[src/rtl/math_result_fifo_pkg.sv]
// rtl/math_result_fifo_pkg.sv - sizing helpers and shared types for the math result fifo
package math_result_fifo_pkg;

  localparam int DEPTH_DEF = 8;

  // Depth must be a power of two so the pointers can wrap naturally.
  function automatic bit is_pow2(input int n);
    return (n >= 2) && ((n & (n - 1)) == 0);
  endfunction

  function automatic int ptr_width(input int depth);
    return $clog2(depth);
  endfunction

  // One extra bit so the level can hold DEPTH itself.
  function automatic int level_width(input int depth);
    return $clog2(depth) + 1;
  endfunction

  localparam int PTR_W = ptr_width(DEPTH_DEF);
  localparam int LVL_W = level_width(DEPTH_DEF);

  typedef logic [LVL_W-1:0] level_t;

endpackage

[src/rtl/math_computer_output_itf.sv]
// rtl/math_computer_output_itf.sv - result handshake between the math core and its consumers
`ifndef DATASIZE
`define DATASIZE 32
`endif

interface math_computer_output_itf;
  logic [`DATASIZE-1:0] result;
  logic                 valid;
  logic                 ready;

  modport master (output result, output valid, input ready);
  modport slave  (input result, input valid, output ready);
endinterface

[src/rtl/math_fifo_mem.sv]
// rtl/math_fifo_mem.sv - DEPTH x WIDTH storage, one write port, one asynchronous read port
module math_fifo_mem #(
  parameter int DEPTH = 8,
  parameter int WIDTH = 32
) (
  input  logic                     clk,
  input  logic                     we_i,
  input  logic [$clog2(DEPTH)-1:0] waddr_i,
  input  logic [WIDTH-1:0]         wdata_i,
  input  logic [$clog2(DEPTH)-1:0] raddr_i,
  output logic [WIDTH-1:0]         rdata_o
);

  logic [WIDTH-1:0] mem_q [DEPTH];

  // Storage is deliberately not reset; occupancy tracking decides what is meaningful.
  always_ff @(posedge clk) begin
    if (we_i) mem_q[waddr_i] <= wdata_i;
  end

  assign rdata_o = mem_q[raddr_i];

endmodule

[src/rtl/math_result_fifo.sv]
// rtl/math_result_fifo.sv - first-word-fall-through result buffer behind the math core
`ifndef DATASIZE
`define DATASIZE 32
`endif

module math_result_fifo
  import math_result_fifo_pkg::*;
#(
  parameter int DEPTH = DEPTH_DEF
) (
  input  logic                       clk,
  input  logic                       rst_n,
  math_computer_output_itf.slave     res_in,
  math_computer_output_itf.master    res_out,
  output logic [$clog2(DEPTH):0]     level,
  output logic [$clog2(DEPTH):0]     peak_level,
  output logic [31:0]                total_count
);

  localparam int DW = `DATASIZE;
  localparam int PW = ptr_width(DEPTH);
  localparam int LW = level_width(DEPTH);

  if (!is_pow2(DEPTH)) begin : g_bad_depth
    $error("math_result_fifo: DEPTH must be a power of two >= 2");
  end

  logic          ready_en_q;
  logic [PW-1:0] wr_ptr_q, rd_ptr_q;
  logic [LW-1:0] level_q, level_d;
  logic [LW-1:0] peak_q, peak_d;
  logic [31:0]   total_q;
  logic          in_ready, push, pop;
  logic [DW-1:0] head;

  // Ready depends only on registered state, never on the consumer's ready.
  assign in_ready       = ready_en_q && (level_q != LW'(DEPTH));
  assign push           = res_in.valid && in_ready;
  assign pop            = res_out.valid && res_out.ready;
  assign res_in.ready   = in_ready;
  assign res_out.valid  = (level_q != '0);
  assign res_out.result = head;
  assign level          = level_q;
  assign peak_level     = peak_q;
  assign total_count    = total_q;

  math_fifo_mem #(.DEPTH(DEPTH), .WIDTH(DW)) u_mem (
    .clk     (clk),
    .we_i    (push),
    .waddr_i (wr_ptr_q),
    .wdata_i (res_in.result),
    .raddr_i (rd_ptr_q),
    .rdata_o (head)
  );

  // Next occupancy and high-water mark.
  always_comb begin
    level_d = level_q;
    if (push && !pop)      level_d = level_q + LW'(1);
    else if (pop && !push) level_d = level_q - LW'(1);
    peak_d = (level_d > peak_q) ? level_d : peak_q;
  end

  // Pointer, occupancy and statistics registers.
  always_ff @(posedge clk or negedge rst_n) begin
    if (!rst_n) begin
      ready_en_q <= 1'b0;
      wr_ptr_q   <= '0;
      rd_ptr_q   <= '0;
      level_q    <= '0;
      peak_q     <= '0;
      total_q    <= '0;
    end else begin
      ready_en_q <= 1'b1;
      if (push) begin
        wr_ptr_q <= wr_ptr_q + PW'(1);
        total_q  <= total_q + 32'd1;
      end
      if (pop) rd_ptr_q <= rd_ptr_q + PW'(1);
      level_q <= level_d;
      peak_q  <= peak_d;
    end
  end

  a_no_push_full: assert property (@(posedge clk) disable iff (!rst_n)
    !(push && (level_q == LW'(DEPTH))));
  a_no_pop_empty: assert property (@(posedge clk) disable iff (!rst_n)
    !(pop && (level_q == '0)));
  a_level_range: assert property (@(posedge clk) disable iff (!rst_n)
    level_q <= LW'(DEPTH));
  a_in_stable: assert property (@(posedge clk) disable iff (!rst_n)
    (res_in.valid && !res_in.ready) |=> $stable(res_in.result));

endmodule

[src/flat_wrapper.sv]
// flat-port wrapper written by rule: the top's interface ports become plain ports
module math_result_fifo_flat import math_result_fifo_pkg::*;
#(
  parameter int DEPTH = DEPTH_DEF
)
  (clk, rst_n, level, peak_level, total_count, res_in_result, res_in_valid, res_in_ready, res_out_result, res_out_valid, res_out_ready);
  math_computer_output_itf res_in_i ();
  math_computer_output_itf res_out_i ();
  input  logic clk;
  input  logic rst_n;
  output logic [$clog2(DEPTH):0] level;
  output logic [$clog2(DEPTH):0] peak_level;
  output logic [31:0] total_count;
  input wire logic [$bits(res_in_i.result)-1:0] res_in_result;
  input wire logic [$bits(res_in_i.valid)-1:0] res_in_valid;
  output wire logic [$bits(res_in_i.ready)-1:0] res_in_ready;
  output wire logic [$bits(res_out_i.result)-1:0] res_out_result;
  output wire logic [$bits(res_out_i.valid)-1:0] res_out_valid;
  input wire logic [$bits(res_out_i.ready)-1:0] res_out_ready;
  assign res_in_i.result = res_in_result;
  assign res_in_i.valid = res_in_valid;
  assign res_in_ready = res_in_i.ready;
  assign res_out_result = res_out_i.result;
  assign res_out_valid = res_out_i.valid;
  assign res_out_i.ready = res_out_ready;
  math_result_fifo #(.DEPTH(DEPTH)) u_core (.clk(clk), .rst_n(rst_n), .res_in(res_in_i), .res_out(res_out_i), .level(level), .peak_level(peak_level), .total_count(total_count));
endmodule
[config.mk]
export PLATFORM = sky130hd
export DESIGN_NAME = math_result_fifo_flat
export DESIGN_NICKNAME = d
export VERILOG_FILES = /design/src/rtl/math_result_fifo_pkg.sv /design/src/rtl/math_computer_output_itf.sv /design/src/rtl/math_fifo_mem.sv /design/src/rtl/math_result_fifo.sv /design/src/flat_wrapper.sv
export SDC_FILE = /design/constraint.sdc
export NUM_CORES = 1
export LEC_CHECK = 0
export CAP_MARGIN = 40
export CORE_ASPECT_RATIO = 0.5
export CORE_MARGIN = 2
export CORE_UTILIZATION = 52
export DETAILED_ROUTE_END_ITERATION = 16
export PLACE_DENSITY = 0.79
export SETUP_SLACK_MARGIN = 0.3
export SKIP_CTS_REPAIR_TIMING = 1
export SYNTH_ARGS = -nofsm -noshare
export SYNTH_HDL_FRONTEND = slang
export SYNTH_SLANG_ARGS = --single-unit
[constraint.sdc]
create_clock -name clk -period 5 [get_ports clk]
set_input_delay 1 -clock clk [delete_from_list [all_inputs] [get_ports clk]]
set_output_delay 1 -clock clk [all_outputs]
set_load 0.05 [all_outputs]
==> report_table.html <==
<table>
<tr><th>Metric</th><th>Value</th></tr>
<tr><th colspan="2">Run status</th></tr>
<tr><td>Result of the run</td><td>completed</td></tr>
<tr><th colspan="2">Timing</th></tr>
<tr><td>Slew @ Worst Pin</td><td>574 ps</td></tr>
<tr><td>Worst Skew</td><td>16.4 ps</td></tr>
<tr><td>Final setup fails</td><td>0</td></tr>
<tr><td>Fmax</td><td>234 MHz</td></tr>
<tr><td>Final total negative setup slack</td><td>0 ps</td></tr>
<tr><td>Unrepaired setup endpoints after global routing</td><td>no</td></tr>
<tr><td>Share of the clock period used by the worst path</td><td>0.854</td></tr>
<tr><td>Minimum clock period</td><td>4270 ps</td></tr>
<tr><td>Tightest slew margin relative to the limit</td><td>0.617</td></tr>
<tr><td>Number of hold violations in the final report</td><td>0</td></tr>
<tr><td>Number of max-slew violations in the final report</td><td>0</td></tr>
<tr><th colspan="2">Logic synthesis</th></tr>
<tr><td>Nets in the synthesized netlist</td><td>643</td></tr>
<tr><td>Number of distinct library cells after synthesis</td><td>43</td></tr>
<tr><td>Post-synth top area cell</td><td>edfxtp_1</td></tr>
<tr><td>Synth top area share</td><td>0.641</td></tr>
<tr><td>Avg Cell Area, Syn</td><td>20.1 sq um</td></tr>
<tr><td>Async S/R FF share, synth</td><td>0.155</td></tr>
<tr><td>Post-synth EDFFs</td><td>256</td></tr>
<tr><td>Post-synthesis register bit count</td><td>303</td></tr>
<tr><td>Ys flop type</td><td>edfxtp_1</td></tr>
<tr><td>Number of instances in the synthesized netlist</td><td>598</td></tr>
<tr><td>Leading cell type by number of instances after synthesis</td><td>edfxtp_1</td></tr>
<tr><td>Top post-synthesis cells by count</td><td>edfxtp_1 (256), mux4_2 (64), dfrtp_1 (47)</td></tr>
<tr><td>Largest cells by area after synthesis</td><td>edfxtp_1 (64%), mux4_2 (12%), dfrtp_1 (9.8%)</td></tr>
<tr><td>Post-Synthesis Cell Area</td><td>12000 sq um</td></tr>
<tr><td>Synthesis Warnings</td><td>0</td></tr>
<tr><td>Sequential element share of the synthesized area</td><td>0.739</td></tr>
<tr><th colspan="2">Global routing</th></tr>
<tr><td>Global-route wire length before repair</td><td>38.0 mm</td></tr>
<tr><td>Global-route congestion overflow total</td><td>0</td></tr>
<tr><td>Number of global-route vias before repair</td><td>6443</td></tr>
<tr><td>Initial antenna violation count</td><td>1</td></tr>
<tr><td>GRT Util Overall</td><td>0.206</td></tr>
<tr><td>Maximum number of pins on one net before global-route repair</td><td>51</td></tr>
<tr><th colspan="2">Drt</th></tr>
<tr><td>Vias</td><td>6059</td></tr>
<tr><td>DR top layer</td><td>met4</td></tr>
<tr><td>Wire length on met2</td><td>12.4 mm</td></tr>
<tr><td>Routed wire length</td><td>24.1 mm</td></tr>
<tr><td>Detailed-route DRC error count</td><td>0</td></tr>
<tr><td>Sum of met3 wire segment lengths after detailed routing</td><td>1.16 mm</td></tr>
<tr><td>Pre-antenna DRT Iters</td><td>4</td></tr>
<tr><td>Wirelength per Cell</td><td>22.9 microns</td></tr>
<tr><td>Initial drt markers</td><td>449</td></tr>
<tr><td>M1 wire length</td><td>10.1 mm</td></tr>
<tr><td>Vias per cell</td><td>5.75</td></tr>
<tr><td>Antenna-violating nets left</td><td>0</td></tr>
<tr><th colspan="2">Clock tree</th></tr>
<tr><td>Clock-pin slew on the worst setup and hold paths</td><td>60 ps</td></tr>
<tr><td>Maximum count of clock buffers along a single path</td><td>3</td></tr>
<tr><td>CTS tree</td><td>yes</td></tr>
<tr><td>TritonCTS Sinks</td><td>303</td></tr>
<tr><td>Clock latency of the later-clocked register in the worst-skew pair</td><td>550 ps</td></tr>
<tr><td>Clock root buffer</td><td>clkbuf_16</td></tr>
<tr><td>Total CTS buffers</td><td>27</td></tr>
<tr><td>Total number of H-tree levels</td><td>1</td></tr>
<tr><th colspan="2">Layout</th></tr>
<tr><td>Non-filler instance count after layout</td><td>1054</td></tr>
<tr><td>Fraction of final layout cells with drive strength greater than 1</td><td>0.233</td></tr>
<tr><td>Sequential cell area</td><td>8870 sq um</td></tr>
<tr><td>NumNets Final</td><td>770</td></tr>
<tr><td>Utilization of the core after routing</td><td>0.633</td></tr>
<tr><td>Layout overhead on the synthesized area</td><td>20.1%</td></tr>
<tr><td>Layout filler cell count</td><td>1510</td></tr>
<tr><td>Area of the multi-input gates</td><td>3040 sq um</td></tr>
<tr><th colspan="2">Worst setup path</th></tr>
<tr><td>Kind of start point of the critical path</td><td>flip-flop</td></tr>
<tr><td>Kind of capture point of the worst setup path</td><td>output pin</td></tr>
<tr><td>CP Data Required Time</td><td>4000 ps</td></tr>
<tr><td>Worst reg2reg setup slack</td><td>1840 ps</td></tr>
<tr><td>Worst Path Class, Setup</td><td>flip-flop to output pin</td></tr>
<tr><td>Endpoint of the worst register-to-register path</td><td>u_core.peak_level[3]$_DFFE_PN0N_</td></tr>
<tr><td>R2r startpoint</td><td>u_core.level[1]$_DFF_PN0_</td></tr>
<tr><td>Worst reg2reg path depth</td><td>11</td></tr>
<tr><td>Crit path arrival time</td><td>3270 ps</td></tr>
<tr><td>Crit Path Max Fanout</td><td>24</td></tr>
<tr><th colspan="2">Floorplan</th></tr>
<tr><td>Area of the die</td><td>24400 sq um</td></tr>
<tr><td>Rows</td><td>39</td></tr>
<tr><td>Std-Cell Core Area</td><td>22700 sq um</td></tr>
<tr><td>Number of primary I/O pins</td><td>110</td></tr>
<tr><td>Vertical die dimension</td><td>111 microns</td></tr>
<tr><td>Initial standard-cell utilization of the core</td><td>0.527</td></tr>
<tr><td>Die span in x</td><td>219 microns</td></tr>
<tr><th colspan="2">Placement</th></tr>
<tr><td>Final weighted congestion in routability-driven placement</td><td>0.791</td></tr>
<tr><td>HPWL reported at the end of detailed placement</td><td>12.7 mm</td></tr>
<tr><td>Port buffer count</td><td>109</td></tr>
<tr><td>Total placed cells including tap cells</td><td>1003</td></tr>
<tr><th colspan="2">Power and ir drop</th></tr>
<tr><td>PwrDens</td><td>586 nW/um^2</td></tr>
<tr><td>LEAKAGE</td><td>4.86 nW</td></tr>
<tr><td>IR Drop Worst-Case VDD</td><td>0.417 mV</td></tr>
<tr><td>Total power of the final layout</td><td>8.44 mW</td></tr>
<tr><th colspan="2">Run</th></tr>
<tr><td>Total of max-cap violations</td><td>0</td></tr>
<tr><th colspan="2">Min path</th></tr>
<tr><td>Worst min-delay path class</td><td>primary input to asynchronous set/reset pin</td></tr>
</table>
==> area by class of cell <==
type | count | area share
clock buffer | 35 | 0.0504
inverter | 9 | 0.00235
antenna | 1 | 0.000174
timing repair buffer | 122 | 0.0857
clock inverter | 15 | 0.00756
tap | 307 | 0.0267
sequential | 303 | 0.616
multi-input combinational | 262 | 0.211
==> through the flow <==
| stage | setup WS [ps] | cell area [sq um] | hold slack [ps] |
|---|---|---|---|
| 6_report | 729 | 14400 | 326 |
| 5_1_grt | 566 | 14400 | 323 |
| 4_1_cts | 661 | 14400 | 315 |
| 3_5_place_dp | 1170 | 13600 | 464 |
| 3_3_place_gp | 1240 | 13500 | 463 |
| 2_1_floorplan | 459 | 12000 | 546 |
==> sequential cells by signal (all words and copies together) (netlist names) <==
register and flops:
u_core.rd_ptr_q 3, u_core.u_mem.mem_q 256, u_core.total_count 32, u_core.ready_en_q 1
u_core.wr_ptr_q 3, u_core.level 4, u_core.peak_level 4
==> logic make-up (layout without fill, tap and decap cells) <==
logic type	Yosys count	after routing	synth area share
AOI/OAI and AO/OA	18	18	0.0100
xor gates and xnor gates	36	36	0.0263
adders and majority gates	9	9	0.00939
buffers and inverters	33	181	0.0124
DFF	303	303	0.739
muxes	101	101	0.155
other	1	2	0.000313
and+or+nand+nor	97	97	0.0476
==> report_power, final <==
| part | internal, mW | switching (mW) | total (mW) |
|---|---|---|---|
| logic | 1.37 | 1.83 | 3.20 |
| clock network | 1.08 | 0.886 | 1.97 |
| registers | 2.99 | 0.283 | 3.27 |
| total | 5.44 | 3.00 | 8.44 |
==> critical path, stage by stage, from the launching register on <==
cell and delay, ps:
dfrtp_4 740, buf_4 420, mux4_2 570, mux2_2 280, clkdlybuf4s50_1 710
==> how the worst max path moves through the flow <==
stage,cells after the start,endpoint,slack [ps],from
2_1_floorplan,6,u_core.u_mem.mem_q[6][0]$_DFFE_PP_,460,u_core.level[1]$_DFF_PN0_
3_3_place_gp,10,u_core.peak_level[3]$_DFFE_PN0N_,1240,res_in_valid
3_5_place_dp,10,u_core.peak_level[3]$_DFFE_PN0N_,1170,res_in_valid
4_1_cts,4,res_out_result[19],660,u_core.rd_ptr_q[0]$_DFFE_PN0P_
5_1_grt,4,res_out_result[16],570,u_core.rd_ptr_q[0]$_DFFE_PN0P_
6_report,4,res_out_result[19],730,u_core.rd_ptr_q[0]$_DFFE_PN0P_
==> per-layer routing <==
metal / vias up / GRT usage
li1: 2652 / -
met1: 3184 / 0.282
met2: 193 / 0.349
met3: 30 / 0.0350
met4: 0 / 0.0545
met5: - / 0
==> cells in the final DEF, fill, tap and decap left out, types with 2 or more instances in the layout <==
cell	count
nand3_1	5
clkbuf_8	2
a21oi_1	5
edfxtp_1	256
buf_12	4
and3_1	10
nand3_2	4
and2_2	2
nor3_2	3
inv_1	9
clkdlybuf4s50_1	108
mux4_2	64
clkinv_2	5
o211ai_1	3
dfrtp_1	44
o21ai_0	5
and4_1	3
nor2b_1	2
clkbuf_16	27
clkbuf_1	6
nand2_1	32
nor3b_2	2
nor3_1	4
nor2_1	4
xnor2_1	31
xor2_1	5
nor4_4	2
ha_1	9
mux2_2	37
and2_1	2
clkinv_1	7
o221ai_1	2
dfrtp_2	2
nand4_1	12
buf_4	9
Power figures use the tool's default switching activity.
